$ cat src/rtl/ctrl_pkg.sv
// Shared definitions for the multi-cycle main controller: opcode encodings,
// ALUOp codes, the controller state enum and the opcode legality check.
// Optional feature macro: BRANCH_EN (branch opcode becomes legal).
package ctrl_pkg;

    localparam logic [6:0] OP_R      = 7'b0110011;
    localparam logic [6:0] OP_I      = 7'b0010011;
    localparam logic [6:0] OP_LOAD   = 7'b0000011;
    localparam logic [6:0] OP_STORE  = 7'b0100011;
    localparam logic [6:0] OP_BRANCH = 7'b1100011;

    localparam logic [1:0] ALUOP_I    = 2'b00;
    localparam logic [1:0] ALUOP_LDST = 2'b01;
    localparam logic [1:0] ALUOP_R    = 2'b10;
    localparam logic [1:0] ALUOP_BR   = 2'b11;

    typedef enum logic [2:0] {
        IDLE   = 3'd0,
        FETCH  = 3'd1,
        DECODE = 3'd2,
        EXEC   = 3'd3,
        MEM    = 3'd4,
        WB     = 3'd5,
        FAULT  = 3'd6
    } state_t;

    // True for opcodes the controller knows how to sequence.
    function automatic logic isLegalOp(input logic [6:0] op);
        logic legal;
        case (op)
            OP_R, OP_I, OP_LOAD, OP_STORE: legal = 1'b1;
`ifdef BRANCH_EN
            OP_BRANCH:                     legal = 1'b1;
`endif
            default:                       legal = 1'b0;
        endcase
        return legal;
    endfunction

endpackage

$ cat src/rtl/multicycle_ctrl_fsm_if.sv
// Handshake and control bundle between the multi-cycle controller (master)
// and the datapath / memories (slave).
// Optional feature macro: BRANCH_EN (adds the branch strobe).
interface multicycle_ctrl_fsm_if #(
    parameter int OPCODE_W = 7,
    parameter int ALUOP_W  = 2,
    parameter int RETIRE_W = 16
);
    logic                run;
    logic [OPCODE_W-1:0] opcode;
    logic                imem_ready;
    logic                dmem_ready;
    logic                fault_clr;
    logic                imem_req;
    logic                dmem_req;
    logic                pc_write;
    logic                ir_write;
    logic                alu_src;
    logic                mem_to_reg;
    logic                reg_write;
    logic                mem_read;
    logic                mem_write;
    logic [ALUOP_W-1:0]  alu_op;
    logic                instr_done;
    logic                fault;
    logic [RETIRE_W-1:0] retire_cnt;
`ifdef BRANCH_EN
    logic                branch;
`endif

    modport master (
        input  run, opcode, imem_ready, dmem_ready, fault_clr,
        output imem_req, dmem_req, pc_write, ir_write, alu_src, mem_to_reg,
               reg_write, mem_read, mem_write, alu_op, instr_done, fault,
               retire_cnt
`ifdef BRANCH_EN
               , branch
`endif
    );

    modport slave (
        output run, opcode, imem_ready, dmem_ready, fault_clr,
        input  imem_req, dmem_req, pc_write, ir_write, alu_src, mem_to_reg,
               reg_write, mem_read, mem_write, alu_op, instr_done, fault,
               retire_cnt
`ifdef BRANCH_EN
               , branch
`endif
    );

endinterface

$ cat src/rtl/multicycle_ctrl_fsm_wait_timer.sv
// Memory wait timer shared by FETCH and MEM: counts consecutive cycles spent
// waiting without ready and flags a timeout when the limit is reached while
// ready is still low. A limit of 0 disables the timeout.
module multicycle_ctrl_fsm_wait_timer #(
    parameter int MEM_TIMEOUT = 15
) (
    input  logic clk,
    input  logic rst_n,
    input  logic waiting,
    input  logic ready,
    output logic timeout
);
    localparam int CNT_W = (MEM_TIMEOUT > 0) ? $clog2(MEM_TIMEOUT + 1) : 1;

    logic [CNT_W-1:0] waitCnt_r;
    logic [CNT_W-1:0] waitCntNext_s;

    // Count stalled cycles; any ready or non-waiting cycle rearms the counter.
    always_comb begin
        waitCntNext_s = '0;
        if (waiting && !ready) begin
            waitCntNext_s = waitCnt_r + CNT_W'(1);
        end else begin
            waitCntNext_s = '0;
        end
    end

    // Timeout only when still stalled at the limit; ready in that cycle wins.
    always_comb begin
        timeout = 1'b0;
        if ((MEM_TIMEOUT != 0) && waiting && !ready &&
            (waitCnt_r == CNT_W'(MEM_TIMEOUT))) begin
            timeout = 1'b1;
        end else begin
            timeout = 1'b0;
        end
    end

    // Wait counter register.
    always_ff @(posedge clk or negedge rst_n) begin
        if (!rst_n) begin
            waitCnt_r <= '0;
        end else begin
            waitCnt_r <= waitCntNext_s;
        end
    end

endmodule

$ cat src/rtl/multicycle_ctrl_fsm.sv
// Multi-cycle main controller: sequences each instruction through
// FETCH/DECODE/EXEC/MEM/WB, handshakes with instruction and data memory,
// traps illegal opcodes and memory timeouts into a sticky FAULT state and
// counts retired instructions. Outputs depend only on state and latched opcode
// (plus the memory ready that completes the current access).
// Optional feature macro: BRANCH_EN (branch opcode retires from EXEC).
module multicycle_ctrl_fsm
    import ctrl_pkg::*;
#(
    parameter int OPCODE_W    = 7,
    parameter int ALUOP_W     = 2,
    parameter int MEM_TIMEOUT = 15,
    parameter int RETIRE_W    = 16
) (
    input  logic                 clk,
    input  logic                 rst_n,
    multicycle_ctrl_fsm_if.master bus
);
    state_t              state_r;
    state_t              stateNext_s;
    logic [OPCODE_W-1:0] opQ_r;
    logic [RETIRE_W-1:0] retireCnt_r;
    logic [6:0]          opSel_s;
    logic                isLoad_s;
    logic                isStore_s;
    logic                retire_s;
    logic                waiting_s;
    logic                ready_s;
    logic                timeout_s;
    logic                imemReq_s;
    logic                dmemReq_s;
    logic                pcWrite_s;
    logic                irWrite_s;
    logic                aluSrc_s;
    logic                memToReg_s;
    logic                regWrite_s;
    logic                memRead_s;
    logic                memWrite_s;
    logic [1:0]          aluOp_s;
    logic                fault_s;
`ifdef BRANCH_EN
    logic                branch_s;
`endif

    assign opSel_s   = 7'(opQ_r);
    assign isLoad_s  = (opSel_s == OP_LOAD);
    assign isStore_s = (opSel_s == OP_STORE);

    // Select which memory the shared wait timer is watching.
    always_comb begin
        waiting_s = 1'b0;
        ready_s   = 1'b0;
        if (state_r == FETCH) begin
            waiting_s = 1'b1;
            ready_s   = bus.imem_ready;
        end else if (state_r == MEM) begin
            waiting_s = 1'b1;
            ready_s   = bus.dmem_ready;
        end else begin
            waiting_s = 1'b0;
            ready_s   = 1'b0;
        end
    end

    multicycle_ctrl_fsm_wait_timer #(
        .MEM_TIMEOUT(MEM_TIMEOUT)
    ) u_waitTimer (
        .clk     (clk),
        .rst_n   (rst_n),
        .waiting (waiting_s),
        .ready   (ready_s),
        .timeout (timeout_s)
    );

    // Next-state and control decode from state and latched opcode.
    always_comb begin
        stateNext_s = state_r;
        retire_s    = 1'b0;
        imemReq_s   = 1'b0;
        dmemReq_s   = 1'b0;
        pcWrite_s   = 1'b0;
        irWrite_s   = 1'b0;
        aluSrc_s    = 1'b0;
        memToReg_s  = 1'b0;
        regWrite_s  = 1'b0;
        memRead_s   = 1'b0;
        memWrite_s  = 1'b0;
        aluOp_s     = 2'b00;
        fault_s     = 1'b0;
`ifdef BRANCH_EN
        branch_s    = 1'b0;
`endif
        case (state_r)
            IDLE: begin
                if (bus.run) begin
                    stateNext_s = FETCH;
                end else begin
                    stateNext_s = IDLE;
                end
            end
            FETCH: begin
                imemReq_s = 1'b1;
                if (bus.imem_ready) begin
                    irWrite_s   = 1'b1;
                    pcWrite_s   = 1'b1;
                    stateNext_s = DECODE;
                end else if (timeout_s) begin
                    stateNext_s = FAULT;
                end else begin
                    stateNext_s = FETCH;
                end
            end
            DECODE: begin
                if (isLegalOp(7'(bus.opcode))) begin
                    stateNext_s = EXEC;
                end else begin
                    stateNext_s = FAULT;
                end
            end
            EXEC: begin
                case (opSel_s)
                    OP_R: begin
                        aluOp_s     = ALUOP_R;
                        stateNext_s = WB;
                    end
                    OP_I: begin
                        aluOp_s     = ALUOP_I;
                        aluSrc_s    = 1'b1;
                        stateNext_s = WB;
                    end
                    OP_LOAD, OP_STORE: begin
                        aluOp_s     = ALUOP_LDST;
                        aluSrc_s    = 1'b1;
                        stateNext_s = MEM;
                    end
`ifdef BRANCH_EN
                    OP_BRANCH: begin
                        aluOp_s     = ALUOP_BR;
                        branch_s    = 1'b1;
                        retire_s    = 1'b1;
                        stateNext_s = bus.run ? FETCH : IDLE;
                    end
`endif
                    default: begin
                        stateNext_s = FAULT;
                    end
                endcase
            end
            MEM: begin
                dmemReq_s  = 1'b1;
                memRead_s  = isLoad_s;
                memWrite_s = isStore_s;
                if (bus.dmem_ready) begin
                    if (isLoad_s) begin
                        stateNext_s = WB;
                    end else begin
                        retire_s    = 1'b1;
                        stateNext_s = bus.run ? FETCH : IDLE;
                    end
                end else if (timeout_s) begin
                    stateNext_s = FAULT;
                end else begin
                    stateNext_s = MEM;
                end
            end
            WB: begin
                regWrite_s  = 1'b1;
                memToReg_s  = isLoad_s;
                retire_s    = 1'b1;
                stateNext_s = bus.run ? FETCH : IDLE;
            end
            FAULT: begin
                fault_s = 1'b1;
                if (bus.fault_clr) begin
                    stateNext_s = IDLE;
                end else begin
                    stateNext_s = FAULT;
                end
            end
            default: begin
                stateNext_s = IDLE;
            end
        endcase
    end

    // State, latched opcode (kept through FAULT for debug) and retire count.
    always_ff @(posedge clk or negedge rst_n) begin
        if (!rst_n) begin
            state_r     <= IDLE;
            opQ_r       <= '0;
            retireCnt_r <= '0;
        end else begin
            state_r <= stateNext_s;
            if (state_r == DECODE) begin
                opQ_r <= bus.opcode;
            end
            if (retire_s) begin
                retireCnt_r <= retireCnt_r + RETIRE_W'(1);
            end
        end
    end

    assign bus.imem_req   = imemReq_s;
    assign bus.dmem_req   = dmemReq_s;
    assign bus.pc_write   = pcWrite_s;
    assign bus.ir_write   = irWrite_s;
    assign bus.alu_src    = aluSrc_s;
    assign bus.mem_to_reg = memToReg_s;
    assign bus.reg_write  = regWrite_s;
    assign bus.mem_read   = memRead_s;
    assign bus.mem_write  = memWrite_s;
    assign bus.alu_op     = ALUOP_W'(aluOp_s);
    assign bus.instr_done = retire_s;
    assign bus.fault      = fault_s;
    assign bus.retire_cnt = retireCnt_r;
`ifdef BRANCH_EN
    assign bus.branch     = branch_s;
`endif

endmodule

$ cat src/flat_wrapper.sv
// flat-port wrapper written by rule: the top's interface ports become plain ports
module multicycle_ctrl_fsm_flat import ctrl_pkg::*;
#(
    parameter int OPCODE_W    = 7,
    parameter int ALUOP_W     = 2,
    parameter int MEM_TIMEOUT = 15,
    parameter int RETIRE_W    = 16
)
  (clk, rst_n, bus_run, bus_opcode, bus_imem_ready, bus_dmem_ready, bus_fault_clr, bus_imem_req, bus_dmem_req, bus_pc_write, bus_ir_write, bus_alu_src, bus_mem_to_reg, bus_reg_write, bus_mem_read, bus_mem_write, bus_alu_op, bus_instr_done, bus_fault, bus_retire_cnt);
  multicycle_ctrl_fsm_if #(.OPCODE_W(OPCODE_W), .ALUOP_W(ALUOP_W), .RETIRE_W(RETIRE_W)) bus_i ();
  input  logic clk;
  input  logic rst_n;
  input wire logic [$bits(bus_i.run)-1:0] bus_run;
  input wire logic [$bits(bus_i.opcode)-1:0] bus_opcode;
  input wire logic [$bits(bus_i.imem_ready)-1:0] bus_imem_ready;
  input wire logic [$bits(bus_i.dmem_ready)-1:0] bus_dmem_ready;
  input wire logic [$bits(bus_i.fault_clr)-1:0] bus_fault_clr;
  output wire logic [$bits(bus_i.imem_req)-1:0] bus_imem_req;
  output wire logic [$bits(bus_i.dmem_req)-1:0] bus_dmem_req;
  output wire logic [$bits(bus_i.pc_write)-1:0] bus_pc_write;
  output wire logic [$bits(bus_i.ir_write)-1:0] bus_ir_write;
  output wire logic [$bits(bus_i.alu_src)-1:0] bus_alu_src;
  output wire logic [$bits(bus_i.mem_to_reg)-1:0] bus_mem_to_reg;
  output wire logic [$bits(bus_i.reg_write)-1:0] bus_reg_write;
  output wire logic [$bits(bus_i.mem_read)-1:0] bus_mem_read;
  output wire logic [$bits(bus_i.mem_write)-1:0] bus_mem_write;
  output wire logic [$bits(bus_i.alu_op)-1:0] bus_alu_op;
  output wire logic [$bits(bus_i.instr_done)-1:0] bus_instr_done;
  output wire logic [$bits(bus_i.fault)-1:0] bus_fault;
  output wire logic [$bits(bus_i.retire_cnt)-1:0] bus_retire_cnt;
  assign bus_i.run = bus_run;
  assign bus_i.opcode = bus_opcode;
  assign bus_i.imem_ready = bus_imem_ready;
  assign bus_i.dmem_ready = bus_dmem_ready;
  assign bus_i.fault_clr = bus_fault_clr;
  assign bus_imem_req = bus_i.imem_req;
  assign bus_dmem_req = bus_i.dmem_req;
  assign bus_pc_write = bus_i.pc_write;
  assign bus_ir_write = bus_i.ir_write;
  assign bus_alu_src = bus_i.alu_src;
  assign bus_mem_to_reg = bus_i.mem_to_reg;
  assign bus_reg_write = bus_i.reg_write;
  assign bus_mem_read = bus_i.mem_read;
  assign bus_mem_write = bus_i.mem_write;
  assign bus_alu_op = bus_i.alu_op;
  assign bus_instr_done = bus_i.instr_done;
  assign bus_fault = bus_i.fault;
  assign bus_retire_cnt = bus_i.retire_cnt;
  multicycle_ctrl_fsm #(.OPCODE_W(OPCODE_W), .ALUOP_W(ALUOP_W), .MEM_TIMEOUT(MEM_TIMEOUT), .RETIRE_W(RETIRE_W)) u_core (.clk(clk), .rst_n(rst_n), .bus(bus_i));
endmodule
$ cat config.mk
export PLATFORM = sky130hd
export DESIGN_NAME = multicycle_ctrl_fsm_flat
export DESIGN_NICKNAME = d
export VERILOG_FILES = /design/src/rtl/ctrl_pkg.sv /design/src/rtl/multicycle_ctrl_fsm_if.sv /design/src/rtl/multicycle_ctrl_fsm_wait_timer.sv /design/src/rtl/multicycle_ctrl_fsm.sv /design/src/flat_wrapper.sv
export SDC_FILE = /design/constraint.sdc
export NUM_CORES = 1
export LEC_CHECK = 0
export BUFFER_PORTS_ARGS = -buffer_cell sky130_fd_sc_hd__clkbuf_2
export CAP_MARGIN = 10
export CORE_MARGIN = 5
export CORE_UTILIZATION = 41
export CTS_CLUSTER_DIAMETER = 120
export DETAILED_ROUTE_END_ITERATION = 6
export SLEW_MARGIN = 20
export SYNTH_ARGS = -nofsm -noshare
export SYNTH_HDL_FRONTEND = slang
export SYNTH_SLANG_ARGS = --single-unit
$ cat constraint.sdc
create_clock -name clk -period 2.1 [get_ports clk]
set_clock_uncertainty 0.2 [all_clocks]
set_input_delay 0.21 -clock clk [delete_from_list [all_inputs] [get_ports clk]]
set_output_delay 0.21 -clock clk [all_outputs]
set_load 0.01 [all_outputs]
==> reports/metrics.json, run 1 <==
{
  "wp_data_arrival_ns": 2.00,
  "clk_slew_on_worst_s_h_paths_ns": 0.06,
  "worst_setup_path_end_kind": "flip-flop",
  "setup.reg_to_reg.worst_slack_ns": 0.11,
  "worst_reg2reg_startpoint": "u_core.state_r[0]",
  "wire_length_of_the_first_global_routing_pass_um": 6220,
  "worst_ir_drop_vdd_v": 0.000505,
  "grt_overflow": 0,
  "cts_max_path_buffers": 2,
  "synthesis.area_per_instance_um2": 10.7,
  "wire_per_inst_um": 14.4,
  "worstPathMaxFanout": 10,
  "dr.first_iter.drc_count": 92,
  "highest_count_cells_in_the_layout_ignoring_fill_and_taps": "sky130_fd_sc_hd__clkbuf_2, sky130_fd_sc_hd__dfrtp_1, sky130_fd_sc_hd__nand2_1",
  "rsz0062_at_grt": "false",
  "number_of_antenna_violations_at_the_first_check_in_global_routing": 0,
  "finalCriticalPeriod_ns": 1.99,
  "area_of_the_core_mm2": 0.00372,
  "clock_insertion_delay_worst_skew_ns": 0.28,
  "maximum_operating_frequency_mhz": 502,
  "numCtsBuffers": 5,
  "report.final.slew_viol_count": 0,
  "die_area_mm2": 0.00525,
  "via_count": 1322,
  "power.static_leakage_nw": 1.06,
  "postRouteWirelength_um": 3710,
  "start_util_pct": 43.0,
  "ant_nets": 0,
  "ys_dominant_reg_cell": "sky130_fd_sc_hd__dfrtp_1",
  "post_synth_instance_area_mm2": 0.00160,
  "max_stage_delay_ns": 0.47,
  "grt_usage_pct": 15.3,
  "seq_area_frac_synth_pct": 46.9,
  "io_buf_count": 41,
  "synth_cells": 150,
  "synth_cell_types": 39,
  "timing.critical_path.from": "u_core.state_r[0]",
  "number_of_clock_sinks_seen_by_cts": 30,
  "crit_path_top_delay_cell": "sky130_fd_sc_hd__dfrtp_1",
  "finalWeightedCongestion": 0.873,
  "floorplan.die.height_um": 72.5,
  "report.final.hold_viol_count": 0,
  "min_period_over_period_pct": 94.8,
  "asyncSetResetFlopFracSynth_pct": 100,
  "dp.final_hpwl_um": 2720,
  "timing.final.setup_violations": 0,
  "ios": 42,
  "fp-row-count": 22,
  "final.hold.worst_slack_ns": 0.0766,
  "reg2reg_depth": 7,
  "timing.hold.worst.start": "bus_run",
  "routed_via_density": 5.14,
  "most_common_cell_after_layout_fill_and_taps_aside": "sky130_fd_sc_hd__clkbuf_2",
  "layout.nets": 223,
  "worstSetupPathType": "flip-flop to flip-flop",
  "fin_cells": 257,
  "status": "complete, no violations",
  "share_of_final_layout_standard_cells_stronger_than_drive_strength_1_pct": 36.4,
  "worst_ep_required_time_ns": 2.11,
  "postSynthRegisterBits": 30,
  "area_delta_synth_final_pct": 30.8,
  "worstHoldPathType": "input pin to flip-flop",
  "drcViolationCount": 0,
  "ys_warn_count": 0,
  "power_mw": 2.24,
  "timing.hold.worst_path_depth": 4,
  "dp_worst_setup_slack_ns": 0.175,
  "dp.cells": 239,
  "final.setup.tns_ns": 0,
  "net_count_after_synthesis": 165,
  "p_per_area_mw_per_mm2": 1070,
  "worst_slew_margin_rel_pct": 50.3,
  "die_width_um": 72.5,
  "layout.cell_area.non_filler_mm2": 0.00209,
  "antenna-diode-count": 0,
  "setup_ws_ns": 0.110,
  "placement.cell_area_mm2": 0.00188,
  "cts_tree": "done",
  "dr.pass1.iters": 4,
  "via_count_of_the_first_global_routing_pass": 1352,
  "fillerInstances": 340,
  "path_cells": "nor2b_4 > and2_4 > a31oi_4 > buf_4 > buf_12 > nor4_2 > xor2_1",
  "cts.root.buffer_cell": "sky130_fd_sc_hd__clkbuf_8",
  "ctsHtreeMaxLevel": 2,
  "utilization_pct": 56.3,
  "pin_count_of_the_biggest_net_entering_global_routing": 31,
  "tightestPinTransition_ns": 0.745,
  "max-cap-violations": 0,
  "timing.critical_path.from_type": "flip-flop",
  "synth_enable_flop_cells": 0
}
[per-layer routing]
metal,vias up,track usage [%],share of wire (%)
li1,642,-,-
met4,0,6.56,1.6
met3,7,4.99,6.5
met1,630,19.3,44
met5,-,0,0
met2,43,24.0,48
[layout make-up]
cell class | count | area [um^2] | share of cell area (%)
Multi-Input combinational cell | 111 | 810 | 38.7
Sequential cell | 30 | 753 | 36.0
Clock inverter | 2 | 37.5 | 1.80
Clock buffer | 6 | 72.6 | 3.47
Inverter | 6 | 22.5 | 1.08
Timing Repair Buffer | 54 | 335 | 16.0
Tap cell | 48 | 60.1 | 2.87
[logic make-up (layout without fill, tap and decap cells)]
kind of cell               count (synthesis)  in the layout  share of synthesized area [%]
AOI/OAI and AO/OA                         12             12                           5.87
xor gates and xnor gates                  17             17                           9.31
adders and majority gates                  2              2                           1.56
buffers and inverters                      9             68                           2.89
DFF                                       30             30                           46.9
muxes                                      6              6                           4.23
and+or+nand+nor                           74             74                           29.2
[cell usage after synthesis, types with 3 or more instances]
library cell | number | area, um^2
sky130_fd_sc_hd__nand3_1 | 6 | 30.0
sky130_fd_sc_hd__nand4_1 | 6 | 37.5
sky130_fd_sc_hd__nor3_1 | 4 | 20.0
sky130_fd_sc_hd__xnor2_1 | 8 | 70.1
sky130_fd_sc_hd__dfrtp_1 | 30 | 751
sky130_fd_sc_hd__nor2b_1 | 3 | 18.8
sky130_fd_sc_hd__nor2_1 | 15 | 56.3
sky130_fd_sc_hd__and3_1 | 4 | 25.0
sky130_fd_sc_hd__inv_1 | 6 | 22.5
sky130_fd_sc_hd__a21oi_1 | 3 | 15.0
sky130_fd_sc_hd__nand2_1 | 16 | 60.1
sky130_fd_sc_hd__nor4_2 | 3 | 37.5
sky130_fd_sc_hd__xor2_1 | 9 | 78.8
sky130_fd_sc_hd__mux2_2 | 6 | 67.6
[power breakdown]
group          switching, mW  total (mW)  leakage, nW  internal (mW)
registers              0.186       0.912        0.386          0.726
logic                  0.383       0.751        0.618          0.369
clock network          0.223       0.577       0.0514          0.354
total                  0.792        2.24         1.06           1.45
[registers in the layout, indices dropped and copies added (netlist names)]
name                          cells
u_core.u_waitTimer.waitCnt_r      4
u_core.opQ_r                      7
u_core.state_r                    3
u_core.bus.retire_cnt            16
[worst paths after layout]
check | endpoint
worst max register to register | u_core.bus.retire_cnt[15]
worst min register to register | u_core.bus.retire_cnt[15]
max in group asynchronous | u_core.opQ_r[4]
worst max-delay path | u_core.bus.retire_cnt[15]
min in group asynchronous | u_core.bus.retire_cnt[12]
worst min-delay path | u_core.state_r[0]
[worst max-delay path, delay by kind of cell, from the launching register on]
kind | cells | cell delay (ns)
compound gates | 1 | 0.10
simple gates | 3 | 0.68
buf+inv | 2 | 0.30
xor+xnor | 1 | 0.17
flops | 1 | 0.47
[timing repair]
action                     4_1_cts  5_1_grt
gates cloned                     0        0
setup endpoints to repair        1        2
hold buffers                     8        0
gates resized for setup          1        5
pin swaps                        1        1
hold endpoints to repair        37        0
buffers inserted                 1        1
No activity file was read; power rests on OpenSTA's default activity.
==> run 2: changes to the inputs <==
==> constraint.sdc (replaced) <==
create_clock -name clk -period 2.1 [get_ports clk]
set_clock_uncertainty 0.2 [all_clocks]
set_input_delay 0.105 -clock clk [delete_from_list [all_inputs] [get_ports clk]]
set_output_delay 0.105 -clock clk [all_outputs]
set_load 0.01 [all_outputs]
==> run 2 against run 1 <==
Sequential power decreased by 4.3%. Setup slack got worse by 0.0038 ns. Critical path depth unchanged. Register-to-register slack about the same. Combinational power increased by 6.8%. Clock power decreased by 17%. Via count increased by 0.30%. Count of clock-buffer cells in the layout unchanged. Non-clock buffer count increased by 4. Utilization increased by 0.34 points. Sequential share of layout area decreased by 0.21 points. Critical path type unchanged.
==> reports/metrics.json, run 2 (synthesis results as in run 1) <==
{
  "worst_ir_drop_vdd": {"value": 0.000537, "unit": "V", "change": "+6.3%"},
  "timing.critical_path.max_delay_family": "simple AND/OR/NAND/NOR gates",
  "dp_worst_setup_slack": {"value": 0.146, "unit": "ns", "change": "-0.0290 ns"},
  "cts_tree": "done",
  "wire_length_of_the_first_global_routing_pass": {"value": 6000, "unit": "um", "change": "-3.4%"},
  "postRouteWirelength": {"value": 3530, "unit": "um", "change": "-4.7%"},
  "start_util": {"value": 43.0, "unit": "%", "change": "unchanged"},
  "highest_count_cells_in_the_layout_ignoring_fill_and_taps": "sky130_fd_sc_hd__clkbuf_2, sky130_fd_sc_hd__dfrtp_1, sky130_fd_sc_hd__nand2_1",
  "report.final.slew_viol_count": {"value": 0, "change": "unchanged"},
  "final.setup.tns": {"value": 0, "unit": "ns", "change": "unchanged"},
  "maximum_operating_frequency": {"value": 501, "unit": "MHz", "change": "-0.19%"},
  "clock_insertion_delay_worst_skew": {"value": 0.28, "unit": "ns", "change": "about the same"},
  "ant_nets": {"value": 0, "change": "unchanged"},
  "via_count_of_the_first_global_routing_pass": {"value": 1268, "change": "-6.2%"},
  "via_count": {"value": 1326, "change": "+0.30%"},
  "cts_max_path_buffers": {"value": 2, "change": "unchanged"},
  "area_delta_synth_final_pct": 31.5,
  "clk_slew_on_worst_s_h_paths": {"value": 0.06, "unit": "ns", "change": "about the same"},
  "die_area": {"value": 0.00525, "unit": "mm^2", "change": "unchanged"},
  "io_buf_count": {"value": 41, "change": "unchanged"},
  "floorplan.die.height": {"value": 72.5, "unit": "um", "change": "unchanged"},
  "status": "complete, no violations",
  "power.static_leakage": {"value": 1.07, "unit": "nW", "change": "+1.5%"},
  "fillerInstances": {"value": 327, "change": "-3.8%"},
  "rsz0062_at_grt": "false",
  "timing.final.setup_violations": {"value": 0, "change": "unchanged"},
  "largest_reg_flops": {"value": 16, "change": "unchanged"},
  "layout.nets": {"value": 227, "change": "+1.8%"},
  "numCtsBuffers": {"value": 5, "change": "unchanged"},
  "wp_data_arrival": {"value": 2.00, "unit": "ns", "change": "about the same"},
  "worstHoldPathType": "input pin to flip-flop",
  "ctsHtreeMaxLevel": {"value": 2, "change": "unchanged"},
  "path_cells": "nor2b_4 > and2_4 > a31oi_4 > buf_4 > buf_12 > nor4_2 > xor2_1",
  "max_stage_delay": {"value": 0.47, "unit": "ns", "change": "about the same"},
  "dr.first_iter.drc_count": {"value": 68, "change": "-26%"},
  "finalCriticalPeriod": {"value": 1.99, "unit": "ns", "change": "+0.00380 ns"},
  "crit_path_top_delay_cell": "sky130_fd_sc_hd__dfrtp_2",
  "die_width": {"value": 72.5, "unit": "um", "change": "unchanged"},
  "worst_setup_path_end_kind": "flip-flop",
  "area_of_the_core": {"value": 0.00372, "unit": "mm^2", "change": "unchanged"},
  "worstPathMaxFanout": {"value": 8, "change": "-2"},
  "wire_per_inst": {"value": 13.5, "unit": "um", "change": "-6.2%"},
  "crit_buf_inv": {"value": 2, "change": "unchanged"},
  "timing.critical_path.from_type": "flip-flop",
  "routed_via_density": {"value": 5.08, "change": "-1.2%"},
  "fp-row-count": {"value": 22, "change": "unchanged"},
  "min_period_over_period": {"value": 95.0, "unit": "%", "change": "+0.18 points"},
  "setup_ws": {"value": 0.106, "unit": "ns", "change": "-0.00380 ns"},
  "p_per_area": {"value": 1030, "unit": "mW/mm^2", "change": "-4.3%"},
  "worst_ep_required_time": {"value": 2.10, "unit": "ns", "change": "about the same"},
  "final.hold.worst_slack": {"value": 0.0427, "unit": "ns", "change": "-0.0339 ns"},
  "most_common_cell_after_layout_fill_and_taps_aside": "sky130_fd_sc_hd__clkbuf_2",
  "worstSetupPathType": "flip-flop to flip-flop",
  "antenna-diode-count": {"value": 0, "change": "unchanged"},
  "number_of_antenna_violations_at_the_first_check_in_global_routing": {"value": 0, "change": "unchanged"},
  "cts.root.buffer_cell": "sky130_fd_sc_hd__clkbuf_8",
  "worst_slew_margin_rel": {"value": 51.0, "unit": "%", "change": "+0.66 points"},
  "drcViolationCount": {"value": 0, "change": "unchanged"},
  "dr.pass1.iters": {"value": 4, "change": "unchanged"},
  "grt_usage": {"value": 14.8, "unit": "%", "change": "-0.53 points"},
  "tightestPinTransition": {"value": 0.736, "unit": "ns", "change": "-0.00991 ns"},
  "utilization": {"value": 56.6, "unit": "%", "change": "+0.34 points"},
  "pin_count_of_the_biggest_net_entering_global_routing": {"value": 31, "change": "unchanged"},
  "report.final.hold_viol_count": {"value": 0, "change": "unchanged"},
  "grt_overflow": {"value": 0, "change": "unchanged"},
  "number_of_clock_sinks_seen_by_cts": {"value": 30, "change": "unchanged"},
  "finalWeightedCongestion": {"value": 0.862, "change": "-1.3%"},
  "dp.final_hpwl": {"value": 2630, "unit": "um", "change": "-3.3%"},
  "ios": {"value": 42, "change": "unchanged"},
  "max-cap-violations": {"value": 0, "change": "unchanged"},
  "share_of_final_layout_standard_cells_stronger_than_drive_strength_1": {"value": 35.2, "unit": "%", "change": "-1.2 points"}
}
==> run 2: changes by cell type in the layout (fill, tap and decap cells not counted), sizes merged <==
cell / change
buf: +2
bufinv: -1
clkinv: +1
dlygate4sd3: +2
==> run 2: worst min-delay path, delay by kind of cell <==
family | cells | cell delay (ns)
simple gates | 2 | 0.18
buf+inv | 1 | 0.12
compound gates | 1 | 0.09
==> run 2: path summary, 6_finish.rpt <==
kind | from | endpoint | slack, ns | depth (start not counted)
setup / recovery | u_core.state_r[0] | u_core.bus.retire_cnt[15] | 0.11 | 7
hold / removal | bus_imem_ready | u_core.state_r[1] | 0.04 | 4
setup reg to reg | u_core.state_r[0] | u_core.bus.retire_cnt[15] | 0.11 | 7
hold reg to reg | u_core.u_waitTimer.waitCnt_r[0] | u_core.u_waitTimer.waitCnt_r[0] | 0.26 | 1
max in group asynchronous | rst_n | u_core.state_r[2] | 0.98 | 2
min in group asynchronous | rst_n | u_core.opQ_r[3] | 0.22 | 2
==> run 2: metal layers <==
metal  part of all wire (%)  global-route usage (%)  vias up
met4                    1.5                    6.15        0
met2                     46                    22.5       33
met3                    6.8                    4.85        6
met1                     46                    19.2      637
met5                      0                       0        -
li1                       -                       -      650
==> run 2: area by class of cell <==
| type | instances | area (um^2) | share of cell area [%] |
|---|---|---|---|
| multi-input combinational | 111 | 802 | 38.1 |
| sequential | 30 | 753 | 35.8 |
| timing repair buffer | 58 | 370 | 17.6 |
| clock buffer | 6 | 82.6 | 3.93 |
| tap | 48 | 60.1 | 2.86 |
| inverter | 6 | 22.5 | 1.07 |
| clock inverter | 2 | 12.5 | 0.595 |
==> run 2: report_power, final <==
| group | internal, mW | switching (mW) |
|---|---|---|
| Sequential | 0.726 | 0.147 |
| Combinational | 0.391 | 0.411 |
| Clock | 0.263 | 0.219 |
==> run 2: timing repair <==
item                                    in CTS  in global routing
gates resized for setup                      0                  2
setup buffers                                2                  0
endpoints found under the setup margin       1                  3
hold buffers                                10                  0
endpoints found under the hold margin       39                  0
pin swaps                                    1                  0
==> run 2: through the flow <==
stage,instance area [um^2],power [mW],instances
floorplan,1600,1.38,150
global placement,1890,1.63,241
detailed placement,1890,1.65,241
CTS,2100,2.18,261
global route,2100,2.30,261
finish,2100,2.16,261
